[src/rtl/am_modulator.sv]
// am_modulator: DSB full-carrier AM stage, y = carrier * (1 + k*m), 4-stage pipeline,
// 10-bit offset-binary DAC output. Depth k is loaded through a handshake and applied
// at a negative-to-non-negative carrier crossing, or after TIMEOUT clocks pending.
// Optional build macro: AM_SOFT_START_EN adds an output gain ramp after en rises.
module am_modulator #(
  parameter logic [7:0]  DEPTH_INIT = 8'd128,
  parameter logic [15:0] RAMP_DIV   = 16'd64,
  parameter logic [9:0]  TIMEOUT    = 10'd1023
) (
  input  logic       clk,
  input  logic       rst_n,
  input  logic       en,
  input  logic [7:0] cos_100k,
  input  logic [7:0] cos_1M,
  input  logic [7:0] depth_in,
  input  logic       depth_load,
  output logic       depth_busy,
  output logic [7:0] depth_cur,
  output logic [9:0] dac_out,
  output logic       out_valid
);

  localparam int unsigned DW = 8;           // depth / sample width
  localparam int unsigned PW = 17;          // stage-1 product and stage-3 product width
  localparam int unsigned EW = 9;           // envelope width
  localparam int unsigned OW = 10;          // DAC code width
  localparam int unsigned TW = 10;          // timeout counter width
  localparam int unsigned VW = 4;           // valid shift register depth
  localparam int unsigned SH = 7;           // Q0.8 depth times signed sample, rescaled
`ifdef AM_SOFT_START_EN
  localparam int unsigned GW = 9;           // soft-start gain width
  localparam int unsigned MW = PW + GW + 1; // y3 * g product width
  localparam int unsigned GSH = 15;
  localparam int unsigned SW = MW;
`else
  localparam int unsigned SW = PW;
`endif

  localparam logic [0:0] ST_IDLE = 1'b0;
  localparam logic [0:0] ST_PEND = 1'b1;

  // Pipeline registers
  logic signed [DW-1:0] c1, c2;
  logic signed [PW-1:0] p1, y3;
  logic        [EW-1:0] env2;
  logic        [VW-1:0] vld;
  logic                 sign_prev;

  // Depth handshake state
  logic [0:0]    state, state_nxt;
  logic [DW-1:0] depth_pend, pend_nxt, cur_nxt;
  logic [TW-1:0] tcnt, tcnt_nxt;

  logic signed [DW-1:0] s_c;
  logic                 zc_c;
  logic                 to_c;
  logic signed [SW-1:0] dac_sum_c;
  logic        [OW-1:0] dac_clamp_c;

  // Offset-binary modulating tone to signed: flip the MSB
  assign s_c = $signed({~cos_100k[7], cos_100k[6:0]});

  assign zc_c = sign_prev & ~cos_1M[7];
  assign to_c = (tcnt == TIMEOUT);

  assign depth_busy = (state == ST_PEND);
  assign out_valid  = vld[VW-1];

  // Datapath pipeline and valid tracking; runs every cycle regardless of en
  always_ff @(posedge clk or negedge rst_n) begin
    if (!rst_n) begin
      c1        <= '0;
      c2        <= '0;
      p1        <= '0;
      env2      <= '0;
      y3        <= '0;
      vld       <= '0;
      sign_prev <= 1'b0;
      dac_out   <= OW'(512);
    end else begin
      p1        <= PW'($signed({1'b0, depth_cur}) * s_c);
      c1        <= $signed(cos_1M);
      env2      <= EW'($signed(PW'(256)) + (p1 >>> SH));
      c2        <= c1;
      y3        <= PW'($signed(c2) * $signed({1'b0, env2}));
      vld       <= {vld[VW-2:0], en};
      sign_prev <= cos_1M[7];
      dac_out   <= vld[VW-2] ? dac_clamp_c : OW'(512);
    end
  end

`ifdef AM_SOFT_START_EN
  logic [GW-1:0]        gain;
  logic [15:0]          ramp_cnt;
  logic signed [MW-1:0] prod_c;

  // Soft-start gain: held at 0 while disabled, steps every RAMP_DIV clocks up to 256
  always_ff @(posedge clk or negedge rst_n) begin
    if (!rst_n) begin
      gain     <= '0;
      ramp_cnt <= '0;
    end else if (!en) begin
      gain     <= '0;
      ramp_cnt <= '0;
    end else if (gain != GW'(256)) begin
      if (ramp_cnt == RAMP_DIV - 16'd1) begin
        ramp_cnt <= '0;
        gain     <= gain + GW'(1);
      end else begin
        ramp_cnt <= ramp_cnt + 16'd1;
      end
    end
  end

  // Stage-4 arithmetic with gain: ((y3 * g) >>> 15) + 512
  always_comb begin
    prod_c    = MW'(y3) * MW'($signed({1'b0, gain}));
    dac_sum_c = (prod_c >>> GSH) + $signed(MW'(512));
  end
`else
  logic ramp_div_unused;
  assign ramp_div_unused = ^RAMP_DIV;

  // Stage-4 arithmetic at unity gain: (y3 >>> 7) + 512
  always_comb begin
    dac_sum_c = (y3 >>> SH) + $signed(PW'(512));
  end
`endif

  // Defensive clamp of the DAC code to 0..1023
  always_comb begin
    dac_clamp_c = dac_sum_c[OW-1:0];
    if (dac_sum_c[SW-1]) begin
      dac_clamp_c = '0;
    end else if (|dac_sum_c[SW-2:OW]) begin
      dac_clamp_c = '1;
    end
  end

  // Depth handshake state register
  always_ff @(posedge clk or negedge rst_n) begin
    if (!rst_n) begin
      state      <= ST_IDLE;
      depth_cur  <= DEPTH_INIT;
      depth_pend <= '0;
      tcnt       <= '0;
    end else begin
      state      <= state_nxt;
      depth_cur  <= cur_nxt;
      depth_pend <= pend_nxt;
      tcnt       <= tcnt_nxt;
    end
  end

  // Depth handshake next state: a load always wins over a simultaneous apply
  always_comb begin
    state_nxt = state;
    cur_nxt   = depth_cur;
    pend_nxt  = depth_pend;
    tcnt_nxt  = tcnt;
    if (depth_load) begin
      pend_nxt  = depth_in;
      tcnt_nxt  = '0;
      state_nxt = ST_PEND;
    end else begin
      case (state)
        ST_PEND: begin
          if (zc_c || to_c) begin
            cur_nxt   = depth_pend;
            tcnt_nxt  = '0;
            state_nxt = ST_IDLE;
          end else begin
            tcnt_nxt = tcnt + TW'(1);
          end
        end
        default: begin
          tcnt_nxt = '0;
        end
      endcase
    end
  end

endmodule
[config.mk]
export PLATFORM = sky130hd
export DESIGN_NAME = am_modulator
export DESIGN_NICKNAME = d
export VERILOG_FILES = /design/src/rtl/am_modulator.sv
export SDC_FILE = /design/constraint.sdc
export NUM_CORES = 1
export LEC_CHECK = 0
export CAP_MARGIN = 20
export CORE_MARGIN = 2
export CORE_UTILIZATION = 40
export CTS_BUF_LIST = sky130_fd_sc_hd__clkbuf_2
export CTS_CLUSTER_DIAMETER = 30
export DETAILED_ROUTE_END_ITERATION = 10
export SLEW_MARGIN = 10
export SYNTH_ARGS = -nofsm -noshare
export SYNTH_HDL_FRONTEND = slang
export SYNTH_SLANG_ARGS = --single-unit
[constraint.sdc]
create_clock -name clk -period 7.4 [get_ports clk]
set_input_delay 1.11 -clock clk [delete_from_list [all_inputs] [get_ports clk]]
set_output_delay 1.11 -clock clk [all_outputs]
set_load 0.02 [all_outputs]
# [Word level (Yosys, flattened, before mapping)]
# Index checks and enable logic that the tools add are counted.
[word_totals] reg_bits=100 latchBits=0 ram_bits=0 mem_bits_ro=0 in_bits=28 out_inout_bits=20 memories=0
[op_classes] add_sub_neg=3 multipliers=2 div=0 n_lt_le_gt_ge=0 eq_ne=1 shifts=0 muxes=9 bitwise=4 reduce_logical=3
[ops] op="$mux W10" count=6
[ops] op="$mul A8 B10 Y17" count=1
[ops] op="$mul A9 B8 Y16" count=1
[ops] op="$add A10 B11 Y12 const B" count=1
[ops] op="$add A10 B1 Y10 const B" count=1
[ops] op="$eq A10 B10 Y1 const B" count=1
[ops] op="$add A9 B9 Y9 const A" count=1
[ops] op="$reduce_or A6 Y1" count=1
[ops] op="$mux W1" count=3
[ops] op="$not A1 Y1" count=3
[ops] op="$reduce_and A3 Y1" count=1
[ops] op="$and A1 B1 Y1" count=1
[ops] op="$logic_or A1 B1 Y1" count=1

# [Depth between registers and ports, before layout]
# Gate-level depths: netlist of the first run.
[depth] word_depth=6 ltp_mapped=16 mapped_depth_nobuf=15

# [Worst setup path before layout of the first run]
# OpenSTA, ideal clock, no wires.
[synth_path] path_kind="input to register" start="input port cos_100k[7]" end="register p1[15]" setup_ns=0.125 arrival_ns=4.910 t_required_ns=7.275 slack_ns=2.365 stages=13 path_cell_list="clkbuf_1 -> or2_2 -> fa_1 -> fa_1 -> fa_1 -> fa_1 -> inv_1 -> ha_1 -> a2111oi_0 -> o21ai_1 -> a21oi_1 -> o221ai_1 -> xnor2_1"
[synth_between] elab_chain_len=2
[synth_rtl] item="start: declaration" line_no="13" rtl="input logic [7:0] cos_100k,"
[synth_rtl] item="$not A1 Y1" line_no="61" rtl="assign s_c = $signed({~cos_100k[7], cos_100k[6:0]});"
[synth_rtl] item="$mul A9 B8 Y16" line_no="81" rtl="p1 <= PW'($signed({1'b0, depth_cur}) * s_c);"
[synth_rtl] item="end signal: assignment" line_no="81"
[synth_rtl] item="end: declaration" line_no="44" rtl="logic signed [PW-1:0] p1, y3;"
# Every way passes these cells.
# A chain may end at the register's enable or synchronous reset.

# [Final worst setup path of the first run]
# Same ends and word-level chain as after synthesis.

==> impl_metrics.py, run 1 <==
metrics = {
    "status": {
        "status": "completed",
    },
    "cells_and_area": {
        "layout.nets": 881,
        "syn_to_final_growth_pct": 12.9,
        "final_cell_mix": "106 x inv_1, 100 x and2_1, 83 x dfrtp_1, 79 x ha_1, 76 x fa_1",
        "drive_above_1_share": 0.0626,
        "fin_util": 0.457,
        "mostFrequentLayoutCell": "inv_1",
    },
    "placed_design": {
        "gp_congestion": 0.835,
        "place.detailed.hpwl_mm": 10.2,
        "io_buffers": 47,
    },
    "timing": {
        "worst_pin_slew_ns": 0.889,
        "setup_viol": 0,
        "period_share": 0.710,
        "rsz0062_at_grt": "no",
        "fmax_ghz": 0.190,
        "clock_skew_ns": 0.0390,
        "final.setup.tns_ns": 0,
        "maxSlewHeadroom": 0.407,
        "hold_viol": 0,
        "period_needed_ns": 5.25,
        "slew_viol_final": 0,
    },
    "synth": {
        "async_reset_ff_frac": 1.00,
        "netlist_top_cells_area": "dfrtp_1 30%, fa_1 22%, ha_1 14%",
        "yosysWarnings": 0,
        "yosysTopAreaCell": "dfrtp_1",
        "syn_area_um2": 6900,
        "synth_top_area_share": 0.301,
        "synth.net_count": 825,
        "ys_ff_latch": 85,
        "syn_area_per_cell_um2": 10.8,
        "synth_edf_count": 0,
        "ys_types": 45,
        "synthFlopType": "dfrtp_1",
        "synth-seq-area-share": 0.309,
        "synthCells": 642,
    },
    "floorplanning": {
        "io_pins": 48,
        "rows": 48,
        "start_util": 0.405,
        "fp.dieW_um": 135,
        "die_y_um": 135,
        "coreArea_um2": 17100,
        "die_area_um2": 18300,
    },
    "critical_path": {
        "path_common_cell": "fa_1",
        "crit_path_start_kind": "input pin",
        "crit_chain": "clkdlybuf4s50_1 -> or2_2 -> fa_1 -> fa_1 -> fa_1 -> fa_1 -> inv_1 -> ha_1 -> a2111oi_0 -> o21ai_1 -> a21oi_1 -> o221ai_1 -> xnor2_1",
        "crit_type": "input pin to flop",
        "critical_path_arrival_ns": 5.75,
        "critPathRequiredTime_ns": 7.90,
        "setup.worst_path.end_class": "flop",
        "cpPeakStageDelay_ns": 0.61,
        "critPathSlowestCell": "clkdlybuf4s50_1",
        "crit_fanout": 10,
    },
    "global_route": {
        "busiest_layer": "met2",
        "grt_max_degree": 74,
        "grt_pass1_vias": 4792,
        "grtUsageMet2": 0.270,
        "grt.total_usage": 0.150,
        "overflow": 0,
        "use_met1": 0.182,
        "antenna_found_initial": 1,
        "gr-usage-met3": 0.0254,
        "grt_pass1_wl_mm": 21.8,
    },
    "clock_tree": {
        "h-tree-depth": 3,
        "cts_hold_buffers": 0,
        "cts_made_buffers": 9,
        "clk_latency_ns": 0.59,
        "cts.reportedPaths.clkPinSlew_ns": 0.23,
        "cts_tree": "built",
        "cts_resized": 0,
        "cts-root-buf": "clkbuf_2",
        "clock-sinks": 85,
        "cts_buffer_depth": 2,
        "post-cts-setup-buffer-count": 0,
    },
    "route": {
        "vias_per_cell": 4.78,
        "antenna_left": 0,
        "firstDrtPassIters": 4,
        "drc": 0,
        "wl_per_cell_um": 13.5,
        "drt-initial-drc-count": 147,
        "vias": 4441,
        "drt_wl_total_mm": 12.5,
    },
    "run": {
        "max_cap_violations": 0,
    },
    "min_path": {
        "min_path_type": "input pin to async pin",
    },
}
## cells in the mapped netlist, types with 2 or more instances
library cell,number
fa_1,76
dfrtp_1,83
a21oi_1,17
mux2i_1,2
nor2_1,28
xnor2_1,19
or2_2,3
nor3_1,5
inv_1,106
o211ai_1,2
nand2_1,37
dfstp_2,2
and2_1,100
o21a_1,4
ha_1,79
clkbuf_1,2
a211oi_1,3
nand3_1,7
o2111ai_1,2
or3_1,2
o21ai_1,2
o21ai_0,4
xor2_1,10
nand2b_1,2
o21bai_1,4
mux2_2,16
and3_1,7
## worst max-delay path: cells and delay by family
kind,cells,cell delay (ns)
xor gates and xnor gates,1,0.15
and+or+nand+nor,1,0.39
adders and majority gates,5,2.31
buffers and inverters,2,0.65
AOI/OAI and AO/OA,4,1.13
## layer usage
metal,wire length (um),vias up
li1,-,2146
met1,5540,2214
met2,6460,59
met3,309,22
met4,204,0
met5,0,-
## kinds of logic (layout without fill, tap and decap cells)
logic type                 after synthesis  after routing  share of synthesized area
buffers and inverters                  110            171                     0.0600
other                                    0              1                          0
AOI/OAI and AO/OA                       46             46                     0.0435
muxes                                   18             18                     0.0290
xor gates and xnor gates                29             29                     0.0368
adders and majority gates              155            155                      0.364
and+or+nand+nor                        199            199                      0.158
DFF                                     85             85                      0.309
## path summary, 6_finish.rpt
kind | cells past startpoint | slack, ns | to | start
worst min register to register | 0 | 0.35 | env2[0]$_DFF_PN0_ | p1[7]$_DFF_PN0_
max in group asynchronous | 2 | 5.96 | env2[2]$_DFF_PN0_ | rst_n
min in group clk | 0 | 0.35 | env2[0]$_DFF_PN0_ | p1[7]$_DFF_PN0_
worst min-delay path | 1 | 0.31 | dac_out[3]$_DFF_PN0_ | rst_n
worst max-delay path | 13 | 2.15 | p1[15]$_DFF_PN0_ | cos_100k[7]
worst max register to register | 14 | 2.69 | y3[16]$_DFF_PN0_ | c2[7]$_DFF_PN0_
## registers in the layout, indices dropped and copies added, names as in the netlist
signal and flops:
y3 10, env2 9, depth_pend 8, tcnt 10
dac_out 10, vld 4, p1 9, depth_busy 1
depth_cur 8, c2 8, c1 8
## final cells by class
type	instances	area, um2
Tap cell	225	282
Multi-Input combinational cell	447	4360
Antenna cell	1	2.50
Inverter	107	402
Timing Repair Buffer	48	475
Sequential cell	85	2130
Clock buffer	11	55.1
Clock inverter	5	85.1
Fill cell	1614	9270
## stage by stage
step	hold slack, ns	setup slack [ns]	area, um2	instances
5_1_grt	0.231	1.97	7790	929
3_5_place_dp	0.335	1.52	7650	912
4_1_cts	0.240	2.21	7790	928
3_3_place_gp	0.333	1.71	7650	912
6_report	0.314	2.15	7790	929
2_1_floorplan	0.331	2.37	6900	642
Power of run 1 is left out: the tool's default activity adds up to more than one toggle a clock period on the data nets, which glitch-free logic cannot reach.
==> inputs of run 2 (changes only) <==
==> constraint.sdc (replaced) <==
create_clock -name clk -period 5.4 [get_ports clk]
set_input_delay 0.81 -clock clk [delete_from_list [all_inputs] [get_ports clk]]
set_output_delay 0.81 -clock clk [all_outputs]
set_load 0.02 [all_outputs]
==> impl_metrics.py, run 2 (synthesis gave the netlist of run 1 again) <==
metrics = {
    "cells_and_area": {
        "largest_registers": "dac_out x10, tcnt x10, y3 x10",
        "final_cell_mix": "106 x inv_1, 100 x and2_1, 83 x dfrtp_1, 79 x ha_1, 76 x fa_1",
        "layout.nets": 884,
        "fin_area_um2": 7760,
        "mostFrequentLayoutCell": "inv_1",
        "syn_to_final_growth_pct": 12.5,
        "nFillCells": 1645,
        "drive_above_1_share": 0.0623,
        "stdcell_count": 932,
    },
    "critical_path": {
        "crit_fanout": 8,
        "reg2reg_slack_ns": 0.71,
        "r2r-end": "y3[16]$_DFF_PN0_",
        "setup.worst_path.end_class": "flop",
        "cp-startpoint": "c2[7]$_DFF_PN0_",
        "critPathRequiredTime_ns": 5.90,
        "r2r-start": "c2[7]$_DFF_PN0_",
        "crit_path_end": "y3[16]$_DFF_PN0_",
        "crit_path_start_kind": "flop",
        "critical_path_arrival_ns": 5.19,
        "crit_type": "flop to flop",
        "ff2ff_path_depth": 14,
    },
    "route": {
        "vias": 4403,
        "drc": 0,
        "vias_per_cell": 4.72,
        "firstDrtPassIters": 4,
        "drt_wl_total_mm": 12.5,
        "drt-initial-drc-count": 169,
        "antenna_left": 0,
        "wl_per_cell_um": 13.4,
    },
    "clock_tree": {
        "cts_made_buffers": 9,
        "cts.reportedPaths.clkPinSlew_ns": 0.23,
        "cts_buffer_depth": 2,
        "cts-root-buf": "clkbuf_2",
        "clk_latency_ns": 0.57,
        "cts_hold_buffers": 1,
        "h-tree-depth": 3,
        "cts_resized": 0,
        "post-cts-setup-buffer-count": 0,
        "cts_tree": "built",
        "clock-sinks": 85,
    },
    "timing": {
        "worst_pin_slew_ns": 0.959,
        "fin_hold_ws_ns": 0.362,
        "maxSlewHeadroom": 0.360,
        "period_share": 0.869,
        "setup_viol": 0,
        "fmax_ghz": 0.213,
        "clock_skew_ns": 0.0409,
        "final.setup.tns_ns": 0,
        "slew_viol_final": 0,
        "rsz0062_at_grt": "no",
        "period_needed_ns": 4.69,
        "hold_viol": 0,
    },
    "global_route": {
        "grt_pass1_wl_mm": 21.6,
        "overflow": 0,
        "grt.total_usage": 0.148,
        "grt_pass1_vias": 4609,
        "antenna_found_initial": 1,
        "grt_max_degree": 79,
    },
    "floorplanning": {
        "die_y_um": 135,
        "io_pins": 48,
        "fp.dieW_um": 135,
        "die_area_um2": 18300,
        "start_util": 0.405,
        "coreArea_um2": 17100,
        "rows": 48,
    },
    "placed_design": {
        "place.detailed.hpwl_mm": 10.3,
        "place_inst": 914,
        "post_dp_cell_area_um2": 7660,
        "io_buffers": 47,
        "gp_congestion": 0.930,
    },
    "status": {
        "status": "completed",
    },
    "min_path": {
        "min_path_type": "flop to flop",
    },
    "run": {
        "max_cap_violations": 0,
    },
}
-- run 2: changes by cell type in the layout (fill, tap and decap cells not counted) --
cell / before / now
buf_4: 2 / 4
bufinv_16: 2 / 0
clkbuf_2: 11 / 10
clkinv_1: 1 / 3
clkinv_2: 0 / 1
clkinv_4: 2 / 0
dlygate4sd3_1: 0 / 1
inv_6: 0 / 2
-- run 2: layout make-up --
type | count | area [um2] | area share
multi-input combinational | 447 | 4360 | 0.562
sequential | 85 | 2130 | 0.274
timing repair buffer | 51 | 500 | 0.0645
inverter | 107 | 402 | 0.0517
tap | 225 | 282 | 0.0363
clock buffer | 10 | 50.0 | 0.00645
clock inverter | 6 | 37.5 | 0.00484
antenna | 1 | 2.50 | 0.000322
-- run 2: worst max-delay path, stage by stage, from the launching register on --
cell and delay (ns):
dfrtp_1 0.52, clkinv_1 0.31, nor2_1 0.24, fa_1 0.46, fa_1 0.52, fa_1 0.54, inv_1 0.05, fa_1 0.53
inv_1 0.04, ha_1 0.36, a21oi_1 0.18, o21ai_1 0.20, a221o_1 0.37, a21oi_1 0.16, xnor2_1 0.15
-- run 2: worst min-delay path by stage --
stage	startpoint	endpoint	cells past startpoint
final	p1[7]$_DFF_PN0_	env2[0]$_DFF_PN0_	0
after global routing	p1[7]$_DFF_PN0_	env2[0]$_DFF_PN0_	0
after CTS	p1[7]$_DFF_PN0_	env2[0]$_DFF_PN0_	0
after detailed placement	c1[5]$_DFF_PN0_	c2[5]$_DFF_PN0_	0
after global placement	p1[13]$_DFF_PN0_	env2[6]$_DFF_PN0_	0
after floorplan	c1[0]$_DFF_PN0_	c2[0]$_DFF_PN0_	0
-- run 2: metrics by stage --
step	worst slack (ns)	utilization
final	0.708	0.455
after global routing	0.433	0.455
after CTS	0.639	0.455
after detailed placement	0.142	0.449
after global placement	0.203	0.449
after floorplan	0.665	-
-- run 2: layer usage --
metal | wire [um] | track usage
met2 | 6470 | 0.262
met1 | 5500 | 0.185
met5 | 0 | 0
met3 | 313 | 0.0232
met4 | 231 | 0.0527
Power of run 2 is left out for the same reason.
==> inputs of run 3 (changes only) <==
--- a/config.mk
+++ b/config.mk
@@ -11,6 +11,7 @@
 export CTS_BUF_LIST = sky130_fd_sc_hd__clkbuf_2
 export CTS_CLUSTER_DIAMETER = 30
 export DETAILED_ROUTE_END_ITERATION = 10
+export PLACE_DENSITY_LB_ADDON = 0.2
 export SLEW_MARGIN = 10
 export SYNTH_ARGS = -nofsm -noshare
 export SYNTH_HDL_FRONTEND = slang
==> impl_metrics.py, run 3 (synthesis gave the netlist of run 1 again) <==
metrics = {
    "cells_and_area": {
        "mostFrequentLayoutCell": "inv_1",
        "stdcell_count": 929,
        "multi_input_area_um2": 4360,
        "layout.nets": 882,
        "syn_to_final_growth_pct": 12.9,
        "fin_util": 0.457,
        "largest_registers": "dac_out x10, tcnt x10, y3 x10",
        "seqCellArea_um2": 2130,
        "drive_above_1_share": 0.0639,
        "nFillCells": 1636,
        "final_cell_mix": "106 x inv_1, 100 x and2_1, 83 x dfrtp_1, 79 x ha_1, 76 x fa_1",
        "insertedDiodeCount": 0,
    },
    "critical_path": {
        "crit_type": "flop to flop",
        "cpPeakStageDelay_ns": 0.54,
        "ff2ff_path_depth": 14,
        "setup.worst_path.end_class": "flop",
        "crit_family": "adder cells",
        "path_depth": 14,
        "critPathSlowestCell": "fa_1",
        "reg2reg_slack_ns": 0.73,
        "crit_path_end": "y3[14]$_DFF_PN0_",
        "critical_path_arrival_ns": 5.15,
        "crit_path_start_kind": "flop",
        "path_common_cell": "fa_1",
        "crit_fanout": 8,
        "worst-path-buf-inv": 3,
        "r2r-end": "y3[14]$_DFF_PN0_",
        "crit_chain": "clkinv_1 -> nor2_1 -> fa_1 -> fa_1 -> fa_1 -> inv_1 -> fa_1 -> inv_1 -> ha_1 -> a21oi_1 -> o21ai_1 -> a211oi_1 -> mux2i_1 -> o2111ai_1",
        "r2r-start": "c2[7]$_DFF_PN0_",
        "cp-startpoint": "c2[7]$_DFF_PN0_",
        "critPathRequiredTime_ns": 5.88,
    },
    "global_route": {
        "overflow": 0,
        "antenna_found_initial": 0,
        "grt.total_usage": 0.147,
        "grt_pass1_vias": 4561,
        "grt_max_degree": 86,
        "grt_pass1_wl_mm": 21.4,
    },
    "clock_tree": {
        "cts_made_buffers": 9,
        "cts_buffer_depth": 2,
        "cts-root-buf": "clkbuf_2",
        "clk_latency_ns": 0.59,
        "cts.reportedPaths.clkPinSlew_ns": 0.25,
        "clock-sinks": 85,
        "h-tree-depth": 3,
        "cts_tree": "built",
        "cts_hold_buffers": 0,
        "post-cts-setup-buffer-count": 0,
        "cts_resized": 0,
    },
    "timing": {
        "worst_pin_slew_ns": 0.517,
        "period_needed_ns": 4.67,
        "final.setup.tns_ns": 0,
        "maxSlewHeadroom": 0.653,
        "hold_viol": 0,
        "rsz0062_at_grt": "no",
        "setup_viol": 0,
        "slew_viol_final": 0,
        "period_share": 0.864,
        "fmax_ghz": 0.214,
        "clock_skew_ns": 0.0386,
    },
    "min_path": {
        "min_path_type": "input pin to async pin",
    },
    "floorplanning": {
        "die_y_um": 135,
        "rows": 48,
        "coreArea_um2": 17100,
        "io_pins": 48,
        "die_area_um2": 18300,
        "fp.dieW_um": 135,
        "start_util": 0.405,
    },
    "placed_design": {
        "io_buffers": 47,
        "place.detailed.hpwl_mm": 10.1,
        "gp_congestion": 0.858,
        "place_inst": 912,
    },
    "route": {
        "vias_per_cell": 4.73,
        "antenna_left": 0,
        "wl_per_cell_um": 13.2,
        "drc": 0,
        "vias": 4398,
        "drt-initial-drc-count": 139,
        "firstDrtPassIters": 4,
        "drt_wl_total_mm": 12.3,
    },
    "run": {
        "max_cap_violations": 0,
    },
    "status": {
        "status": "completed",
    },
}
run 3: changes by cell type in the layout (fill, tap and decap cells not counted), sizes merged:
cell,change
clkbuf,-1
bufinv,+1
buf,-1
dlygate4sd3,-1
diode,-1
run 3: routing by layer:
layer	vias up	wire length (um)	GRT usage	share of wire
met5	-	0	0	0
met3	16	268	0.0213	0.022
met4	0	203	0.0515	0.016
met2	54	6350	0.260	0.52
met1	2187	5490	0.185	0.45
li1	2141	-	-	-
run 3: final cells by class:
cell class / count / area share
Clock buffer: 9 / 0.00578
Inverter: 107 / 0.0515
Sequential cell: 85 / 0.273
Tap cell: 225 / 0.0361
Timing Repair Buffer: 49 / 0.0645
Clock inverter: 7 / 0.00947
Multi-Input combinational cell: 447 / 0.559
run 3: how the worst min path moves through the flow:
stage	start	depth (start not counted)	end
final	rst_n	1	y3[8]$_DFF_PN0_
after global routing	rst_n	1	dac_out[5]$_DFF_PN0_
after CTS	rst_n	1	y3[12]$_DFF_PN0_
after detailed placement	p1[9]$_DFF_PN0_	0	env2[2]$_DFF_PN0_
after global placement	p1[8]$_DFF_PN0_	0	env2[1]$_DFF_PN0_
after floorplan	c1[0]$_DFF_PN0_	0	c2[0]$_DFF_PN0_
run 3: per-stage QoR:
stage / cell area [um2] / worst slack (ns) / hold slack, ns
global placement: 7650 / 0.192 / 0.331
CTS: 7760 / 0.701 / 0.345
detailed placement: 7650 / 0.101 / 0.335
finish: 7790 / 0.733 / 0.0899
floorplan: 6900 / 0.665 / 0.331
global route: 7790 / 0.311 / 0.0185
Power of run 3 is left out for the same reason.
